[src/rtl/div_pkg.sv]
// div_pkg: shared definitions for the iterative divider.
// Holds the FSM state encoding and the default operand width / iteration count.
// Imported by the interface, the iteration step and the top.
package div_pkg;

  localparam int DIV_WIDTH = 32;
  localparam int DIV_ITERS = DIV_WIDTH;

  typedef enum logic [1:0] {
    IDLE = 2'd0,
    CALC = 2'd1,
    FIX  = 2'd2,
    DONE = 2'd3
  } state_t;

endpackage

[src/rtl/div_if.sv]
// div_if: request/result bundle between a divide requester and div_unit.
// Latency: n/a (wiring only).
// Backpressure: none; start is only honoured while the divider reports idle.
// Ports: master drives start/is_signed/dividend/divisor and observes
//        busy/done/quotient/remainder/overflow/div_by_zero; slave is the divider.
interface div_if
  import div_pkg::*;
#(
  parameter int WIDTH = DIV_WIDTH
);

  logic             start;
  logic             is_signed;
  logic [WIDTH-1:0] dividend;
  logic [WIDTH-1:0] divisor;
  logic             busy;
  logic             done;
  logic [WIDTH-1:0] quotient;
  logic [WIDTH-1:0] remainder;
  logic             overflow;
  logic             div_by_zero;

  modport master (
    output start, is_signed, dividend, divisor,
    input  busy, done, quotient, remainder, overflow, div_by_zero
  );

  modport slave (
    input  start, is_signed, dividend, divisor,
    output busy, done, quotient, remainder, overflow, div_by_zero
  );

endinterface

[src/rtl/div_sub_step.sv]
// div_sub_step: one restoring-division iteration on unsigned magnitudes.
// Latency: purely combinational.
// Backpressure: none.
// Ports: rem/quo = current partial remainder and quotient shift register,
//        dmag = divisor magnitude; rem_nx/quo_nx = values after this iteration.
module div_sub_step
  import div_pkg::*;
#(
  parameter int WIDTH = DIV_WIDTH
) (
  input  logic [WIDTH-1:0] rem,
  input  logic [WIDTH-1:0] quo,
  input  logic [WIDTH-1:0] dmag,
  output logic [WIDTH-1:0] rem_nx,
  output logic [WIDTH-1:0] quo_nx
);

  // One extra bit so the shifted remainder never wraps before the compare.
  logic [WIDTH:0] shifted;
  logic [WIDTH:0] diff;
  logic           fits;

  always_comb begin
    shifted = {rem, quo[WIDTH-1]};
    diff    = shifted - {1'b0, dmag};
    fits    = (shifted >= {1'b0, dmag});
    // Invariant rem < dmag keeps the kept difference inside WIDTH bits.
    rem_nx  = fits ? diff[WIDTH-1:0] : shifted[WIDTH-1:0];
    quo_nx  = {quo[WIDTH-2:0], fits};
  end

endmodule

[src/rtl/div_unit.sv]
// div_unit: iterative restoring divider, signed (DIV) or unsigned (DIVU).
// Latency: start accepted at edge E, done sampled high at edge E+ITERS+2; one op per ITERS+3 cycles.
// Backpressure: start is ignored unless idle; done is a one-cycle pulse, results held until next start.
// Ports: clk, rst_n (async, active-low); bus (div_if.slave) carries the request
//        operands, busy/done status, quotient, remainder and the overflow / div_by_zero flags.
module div_unit
  import div_pkg::*;
#(
  parameter int WIDTH = DIV_WIDTH,
  parameter int ITERS = DIV_ITERS
) (
  input  logic  clk,
  input  logic  rst_n,
  div_if.slave  bus
);

  localparam int             CW      = $clog2(ITERS + 1);
  localparam logic [CW-1:0]  ITERS_C = CW'(ITERS);

  state_t           state;
  state_t           state_nx;

  logic [CW-1:0]    cnt;
  logic [CW-1:0]    cnt_inc;
  logic [WIDTH-1:0] rem_r;
  logic [WIDTH-1:0] quo_r;
  logic [WIDTH-1:0] dmag_r;
  logic             neg_q_r;
  logic             neg_r_r;
  logic             dz_r;
  logic             ovf_r;

  logic [WIDTH-1:0] quotient_r;
  logic [WIDTH-1:0] remainder_r;
  logic             overflow_r;
  logic             div_by_zero_r;

  logic [WIDTH-1:0] rem_nx;
  logic [WIDTH-1:0] quo_nx;

  // Operand sign/magnitude decode at the request boundary.
  logic             a_neg;
  logic             b_neg;
  logic [WIDTH-1:0] a_mag;
  logic [WIDTH-1:0] b_mag;
  logic             accept;

  always_comb begin
    a_neg  = bus.is_signed & bus.dividend[WIDTH-1];
    b_neg  = bus.is_signed & bus.divisor[WIDTH-1];
    // The most negative value negates to itself, which read as unsigned is its true magnitude.
    a_mag  = a_neg ? (~bus.dividend + 1'b1) : bus.dividend;
    b_mag  = b_neg ? (~bus.divisor + 1'b1) : bus.divisor;
    accept = (state == IDLE) & bus.start;
  end

  div_sub_step #(.WIDTH(WIDTH)) u_step (
    .rem    (rem_r),
    .quo    (quo_r),
    .dmag   (dmag_r),
    .rem_nx (rem_nx),
    .quo_nx (quo_nx)
  );

  assign cnt_inc = cnt + 1'b1;

  // Next-state logic.
  always_comb begin
    state_nx = state;
    case (state)
      IDLE:    if (bus.start) state_nx = CALC;
      CALC:    if (cnt_inc == ITERS_C) state_nx = FIX;
      FIX:     state_nx = DONE;
      DONE:    state_nx = IDLE;
      default: state_nx = IDLE;
    endcase
  end

  always_ff @(posedge clk or negedge rst_n) begin
    if (!rst_n) begin
      state <= IDLE;
    end else begin
      state <= state_nx;
    end
  end

  // Datapath: latch on accept, iterate in CALC, sign-fix into the held outputs in FIX.
  always_ff @(posedge clk or negedge rst_n) begin
    if (!rst_n) begin
      cnt           <= '0;
      rem_r         <= '0;
      quo_r         <= '0;
      dmag_r        <= '0;
      neg_q_r       <= 1'b0;
      neg_r_r       <= 1'b0;
      dz_r          <= 1'b0;
      ovf_r         <= 1'b0;
      quotient_r    <= '0;
      remainder_r   <= '0;
      overflow_r    <= 1'b0;
      div_by_zero_r <= 1'b0;
    end else begin
      if (accept) begin
        cnt           <= '0;
        rem_r         <= '0;
        quo_r         <= a_mag;
        dmag_r        <= b_mag;
        neg_q_r       <= a_neg ^ b_neg;
        neg_r_r       <= a_neg;
        dz_r          <= (bus.divisor == '0);
        ovf_r         <= bus.is_signed
                         && (bus.dividend == {1'b1, {(WIDTH-1){1'b0}}})
                         && (bus.divisor == '1);
        quotient_r    <= '0;
        remainder_r   <= '0;
        overflow_r    <= 1'b0;
        div_by_zero_r <= 1'b0;
      end else if (state == CALC) begin
        rem_r <= rem_nx;
        quo_r <= quo_nx;
        cnt   <= cnt_inc;
      end else if (state == FIX) begin
        // A zero divisor yields an all-ones magnitude quotient; force it so the
        // signed path does not negate it away.
        if (dz_r) begin
          quotient_r <= '1;
        end else if (neg_q_r) begin
          quotient_r <= ~quo_r + 1'b1;
        end else begin
          quotient_r <= quo_r;
        end
        remainder_r   <= neg_r_r ? (~rem_r + 1'b1) : rem_r;
        overflow_r    <= ovf_r;
        div_by_zero_r <= dz_r;
      end
    end
  end

  // busy and done decode disjoint states, so they can never overlap.
  assign bus.busy        = (state == CALC) || (state == FIX);
  assign bus.done        = (state == DONE);
  assign bus.quotient    = quotient_r;
  assign bus.remainder   = remainder_r;
  assign bus.overflow    = overflow_r;
  assign bus.div_by_zero = div_by_zero_r;

endmodule

[src/flat_wrapper.sv]
// flat-port wrapper written by rule: the top's interface ports become plain ports
module div_unit_flat import div_pkg::*;
#(
  parameter int WIDTH = DIV_WIDTH,
  parameter int ITERS = DIV_ITERS
)
  (clk, rst_n, bus_start, bus_is_signed, bus_dividend, bus_divisor, bus_busy, bus_done, bus_quotient, bus_remainder, bus_overflow, bus_div_by_zero);
  div_if #(.WIDTH(WIDTH)) bus_i ();
  input  logic clk;
  input  logic rst_n;
  input wire logic [$bits(bus_i.start)-1:0] bus_start;
  input wire logic [$bits(bus_i.is_signed)-1:0] bus_is_signed;
  input wire logic [$bits(bus_i.dividend)-1:0] bus_dividend;
  input wire logic [$bits(bus_i.divisor)-1:0] bus_divisor;
  output wire logic [$bits(bus_i.busy)-1:0] bus_busy;
  output wire logic [$bits(bus_i.done)-1:0] bus_done;
  output wire logic [$bits(bus_i.quotient)-1:0] bus_quotient;
  output wire logic [$bits(bus_i.remainder)-1:0] bus_remainder;
  output wire logic [$bits(bus_i.overflow)-1:0] bus_overflow;
  output wire logic [$bits(bus_i.div_by_zero)-1:0] bus_div_by_zero;
  assign bus_i.start = bus_start;
  assign bus_i.is_signed = bus_is_signed;
  assign bus_i.dividend = bus_dividend;
  assign bus_i.divisor = bus_divisor;
  assign bus_busy = bus_i.busy;
  assign bus_done = bus_i.done;
  assign bus_quotient = bus_i.quotient;
  assign bus_remainder = bus_i.remainder;
  assign bus_overflow = bus_i.overflow;
  assign bus_div_by_zero = bus_i.div_by_zero;
  div_unit #(.WIDTH(WIDTH), .ITERS(ITERS)) u_core (.clk(clk), .rst_n(rst_n), .bus(bus_i));
endmodule
[config.mk]
export PLATFORM = sky130hd
export DESIGN_NAME = div_unit_flat
export DESIGN_NICKNAME = d
export VERILOG_FILES = /design/src/rtl/div_pkg.sv /design/src/rtl/div_if.sv /design/src/rtl/div_sub_step.sv /design/src/rtl/div_unit.sv /design/src/flat_wrapper.sv
export SDC_FILE = /design/constraint.sdc
export NUM_CORES = 1
export LEC_CHECK = 0
export ABC_AREA = 1
export CORE_MARGIN = 2
export CORE_UTILIZATION = 27
export DETAILED_ROUTE_END_ITERATION = 10
export GPL_TIMING_DRIVEN = 0
export PLACE_DENSITY = 0.46
export SLEW_MARGIN = 20
export SYNTH_ARGS = -nofsm -noshare
export SYNTH_HDL_FRONTEND = slang
export SYNTH_SLANG_ARGS = --single-unit
export TNS_END_PERCENT = 50
[constraint.sdc]
create_clock -name clk -period 2.6 [get_ports clk]
set_input_delay 0.52 -clock clk [delete_from_list [all_inputs] [get_ports clk]]
set_output_delay 0.52 -clock clk [all_outputs]
set_load 0.01 [all_outputs]
==> reports/qor.csv, run 1 <==
metric;value;unit
outcome;completed;
htree_num_levels;4;
leakagePower;0.00816;uW
drive_gt1_share;6.69;%
setup_violations;0;
dieArea;52300;um2
synth_cell_types;44;
synth_cells;2132;
first_pass_iters;5;
arrival;2810;ps
rr_startpoint;u_core.rem_r[28];
track_usage;19.9;%
seqPwrFrac;23.1;%
cp.required;2920;ps
ys_seq_area_share;32.0;%
via_per_inst;4.72;
synth_top_area_share;32.0;%
hp-class;primary input to asynchronous set/reset pin;
p_switching;11400;uW
ff2ff_setup_slack;140;ps
layout.nets;2402;
tightest_slew;765;ps
clock_latency;470;ps
p_clk_share;12.2;%
nFillCells;5550;
path_clk_slew;80;ps
grt_pass1_vias;13500;
post-dp-hpwl;42.8;mm
grt_overflow;0;
synth_flop_cell;dfrtp_1;
sw_frac_of_total;52.2;%
area.sequential;4360;um2
start_kind;primary input;
syn_to_final_growth;22.0;%
cts_max_path_buffers;2;
rr_worst_depth;13;
p_int;10400;uW
pin_count;136;
multi_input_area;7910;um2
irDropWorstVdd;0.000620;V
drv_slew;0;
cts.sinks;174;
fmax;401;MHz
setup_tns;0;ps
r2r-end;u_core.rem_r[30];
grt_first_pass_wirelength;80.2;mm
hold_viol;0;
synthTopCellsByArea;dfrtp_1 32%, nand2_1 19%, nand3_1 8.6%, inv_1 8.3%, nor2_1 4.8%;
layout_common_cells;675 x nand2_1, 301 x inv_1, 233 x nand3_1;
place.gp.congestion;0.903;
ant_nets;0;
wire_per_inst;17.4;um
hold_buffers;0;
cts_buffers;17;
fin_crit_sh;95.9;%
synth_warnings;0;
num_rows;82;
synth-seq-cells;174;
mostFrequentLayoutCell;nand2_1;
power_per_cell_area;1310;nW/um2
critPathMaxFanout;10;
synth_edf_count;0;
crit_type;primary input to register;
drtIter0Drc;1189;
fin_util;33.3;%
skew;17.3;ps
grt_max_degree;95;
coreArea;50000;um2
period_needed;2490;ps
die_h;229;um
antenna_found_initial;0;
initial_utilization;27.3;%
cts_root_buffer;clkbuf_16;
portBuffers;135;
maxSlewHeadroom;49.0;%
synth_async_sr_flop_share;100;%
die_x;229;um
synth_top_area_cell;dfrtp_1;
p_total;21800;uW
cts_tree;done;
drv_cap;0;
critPathCaptureType;register;
vias;14000;
syn-cell-area;13600;um2
routed_wl;51.6;mm
syn_area_per_cell;6.39;um2
syn_nets;2245;
drc;0;
comb_power_share;64.6;%
## cell usage after synthesis, drive strengths merged (30+ instances only)
cell	n
a21oi	68
buf	30
clkbuf	34
dfrtp	174
ha	44
inv	307
nand2	690
nand3	248
nand4	39
nor2	195
nor3	33
o21ai	143
## layer usage
layer	vias up	global-route usage, %	wire length (um)
met2	307	30.7	22400
met5	-	0	0
li1	7187	-	-
met3	39	2.81	2080
met1	6501	29.0	26300
met4	0	5.41	818
## worst max-delay path by stage
stage | start | to
3_3_place_gp | rst_n | u_core.bus.remainder[23]
3_5_place_dp | bus_start | u_core.bus.remainder[19]
2_1_floorplan | u_core.rem_r[17] | u_core.rem_r[14]
5_1_grt | u_core.rem_r[20] | u_core.rem_r[26]
4_1_cts | u_core.state[0] | u_core.quo_r[30]
6_report | bus_is_signed | u_core.quo_r[19]
## cell families after synthesis
kind of cell	synth area share (%)
buf+inv	11.0
fa+ha+maj	4.19
xor+xnor	2.57
flops	32.0
simple gates	39.1
compound gates	11.2
## repair_timing
| action | in CTS | in global routing |
|---|---|---|
| endpoints found under the hold margin | 0 | 0 |
| setup buffers | 0 | 2 |
| gates cloned | 0 | 0 |
| gates resized for setup | 4 | 40 |
| endpoints found under the setup margin | 47 | 78 |
| pin swaps | 0 | 1 |
## stage by stage
stage / instances / hold slack, ps / cell area, um2 / setup WS, ps
4_1_cts: 2972 / 76.0 / 16500 / -35.3
5_1_grt: 2974 / 91.8 / 16600 / -13.6
6_report: 2975 / 42.9 / 16600 / 106
3_5_place_dp: 2940 / 466 / 15800 / -481
3_3_place_gp: 2939 / 467 / 15800 / -6750
2_1_floorplan: 2132 / 224 / 13600 / 648
## layout make-up
cell class / instances / share of cell area (%)
antenna: 1 / 0.0151
tap: 672 / 5.06
inverter: 310 / 7.02
sequential: 174 / 26.2
buffer: 64 / 2.07
clock buffer: 18 / 2.58
timing repair buffer: 138 / 8.42
clock inverter: 14 / 1.02
multi-input combinational: 1584 / 47.6
## sequential cells by signal (all words and copies together) (netlist names), 2 cells and up
register              cells
u_core.rem_r             32
u_core.dmag_r            32
u_core.quo_r             32
u_core.bus.quotient      32
u_core.cnt                6
u_core.bus.remainder     32
u_core.state              2
## worst max-delay path, stage by stage
cell	delay, ps
clkdlybuf4s50_1	730
nand2_1	370
inv_1	170
buf_2	270
buf_2	310
nand3_1	110
nand3_1	200
o211ai_1	120
## power groups by stage
stage | sequential (uW) | combinational (uW) | clock (uW)
3_3_place_gp | 5030 | 13700 | 0
3_5_place_dp | 5050 | 13800 | 0
4_1_cts | 5000 | 13900 | 2740
5_1_grt | 5190 | 15900 | 2840
2_1_floorplan | 4810 | 9170 | 0
6_report | 5050 | 14100 | 2670
No activity file was read; power rests on OpenSTA's default activity.
==> run 2, diff against run 1 <==
--- a/config.mk
+++ b/config.mk
@@ -10,7 +10,6 @@
 export CORE_UTILIZATION = 27
 export DETAILED_ROUTE_END_ITERATION = 10
 export GPL_TIMING_DRIVEN = 0
-export PLACE_DENSITY = 0.46
 export SLEW_MARGIN = 20
 export SYNTH_ARGS = -nofsm -noshare
 export SYNTH_HDL_FRONTEND = slang
==> run 2 against run 1 <==
Effect of this change:
- sequential cell count did not move
- die area did not move
- critical path depth fell by 5
- final cell count barely moved
- clock power fell by 7%
- worst hold slack improved by 390 ps
- non-clock buffer count did not move
- first-iteration DRC count fell by 2.3%
- power fell by 2.4%
- critical endpoint is now bus_busy
- largest cell class unchanged
==> reports/qor.csv, run 2 (synthesis results as in run 1) <==
metric;value;unit
outcome;completed;
grt_pass1_vias;13800;
pin_count;136;
p_clk_share;11.6;%
drv_slew;0;
initial_utilization;27.3;%
seqPwrFrac;23.4;%
num_rows;82;
place_inst;2941;
htree_num_levels;4;
routed_wl;49.6;mm
path_clk_slew;80;ps
vias;14200;
setup_slack;155;ps
critPathCaptureType;output port;
skew;9.63;ps
pre_cts_ws;-387;ps
cts_max_path_buffers;2;
post-dp-hpwl;41.2;mm
ant_nets;0;
ff2ff_setup_slack;160;ps
rr_worst_depth;9;
fmax;409;MHz
postCtsSetupRepairBufs;0;
critPathMaxFanout;5;
period_needed;2440;ps
portBuffers;135;
antenna_found_initial;0;
grt_max_degree;98;
wire_per_inst;16.7;um
setup_violations;0;
cp.required;2080;ps
leakagePower;0.00813;uW
p_int;10100;uW
maxSlewHeadroom;49.4;%
cts_tree;done;
place.gp.congestion;0.926;
mostFrequentLayoutCell;nand2_1;
die_x;229;um
syn_to_final_growth;21.1;%
start_kind;register;
cts_root_buffer;clkbuf_16;
rsz0062_at_grt;false;
layout_common_cells;675 x nand2_1, 301 x inv_1, 234 x nand3_1;
layoutNonFillerInstCount;2974;
layout.nets;2402;
track_usage;19.1;%
hold_viol;0;
sw_frac_of_total;52.7;%
drc;0;
drtIter0Drc;1162;
cts.sinks;174;
irDropWorstVdd;0.000548;V
clock_latency;450;ps
drv_cap;0;
arrival;1920;ps
hp-class;primary input to asynchronous set/reset pin;
drive_gt1_share;5.86;%
grt_overflow;0;
crit_type;register to output port;
die_h;229;um
tightest_slew;748;ps
power_per_cell_area;1290;nW/um2
comb_power_share;64.9;%
dieArea;52300;um2
fin_crit_sh;94.0;%
grt_first_pass_wirelength;78.3;mm
antennaDiodeCount;0;
first_pass_iters;5;
coreArea;50000;um2
via_per_inst;4.79;
p_switching;11200;uW
cts_buffers;17;
==> run 2: changes by cell type in the layout (fill, tap and decap cells not counted), sizes merged <==
cell and change:
clkinvlp +5, bufinv -2, inv -2, clkbuf -1
clkinv -1, diode -1, dlygate4sd3 +1
==> run 2: per-stage QoR <==
step	utilization, %	area [um2]	hold slack, ps	power, uW	TNS, ps
after global routing	33.0	16500	426	23300	0
after floorplan	-	13600	224	14000	0
final	33.0	16500	428	21300	0
after detailed placement	31.8	15900	312	18600	-24450
after CTS	32.9	16500	408	21200	0
after global placement	31.7	15800	465	18500	-1113570
==> run 2: final cells by class <==
cell class / instances / area [um2]
clock inverter: 14 / 130
sequential: 174 / 4360
inverter: 310 / 1170
multi-input combinational: 1584 / 7820
clock buffer: 18 / 429
buffer: 64 / 334
fill: 5486 / 33500
tap: 672 / 841
timing repair buffer: 138 / 1420
==> run 2: worst max-delay path: stages (launching register included) <==
cell and delay (ps):
dfrtp_1 430, inv_1 110, ha_1 370, clkdlybuf4s50_1 560
==> run 2: path summary, 6_finish.rpt <==
path                                   startpoint                endpoint
setup / recovery                  u_core.state[0]                bus_busy
hold / removal                              rst_n         u_core.quo_r[3]
setup reg to reg                  u_core.state[0]        u_core.quo_r[24]
hold reg to reg            u_core.bus.quotient[4]  u_core.bus.quotient[4]
max in group asynchronous                   rst_n        u_core.rem_r[27]
min in group clk           u_core.bus.quotient[4]  u_core.bus.quotient[4]
==> run 2: power groups by stage <==
stage | logic (uW) | registers (uW) | clock network [uW]
global placement | 13500 | 4960 | 0
CTS | 13700 | 4960 | 2520
floorplan | 9170 | 4810 | 0
detailed placement | 13600 | 5000 | 0
finish | 13800 | 5000 | 2480
global route | 15600 | 5140 | 2630
==> run 2: what timing repair did <==
item                                    in CTS  in global routing
gates resized for setup                      2                 14
endpoints found under the hold margin        2                  0
pin swaps                                    0                  0
hold buffers                                 1                  0
endpoints found under the setup margin       2                 34
==> run 2: metal layers <==
metal / GRT usage (%) / wire length, um / part of all wire, %
met1: 26.4 / 23800 / 48
met2: 29.6 / 21500 / 43
met3: 2.88 / 2610 / 5.3
met4: 7.95 / 1750 / 3.5
met5: 0 / 0 / 0
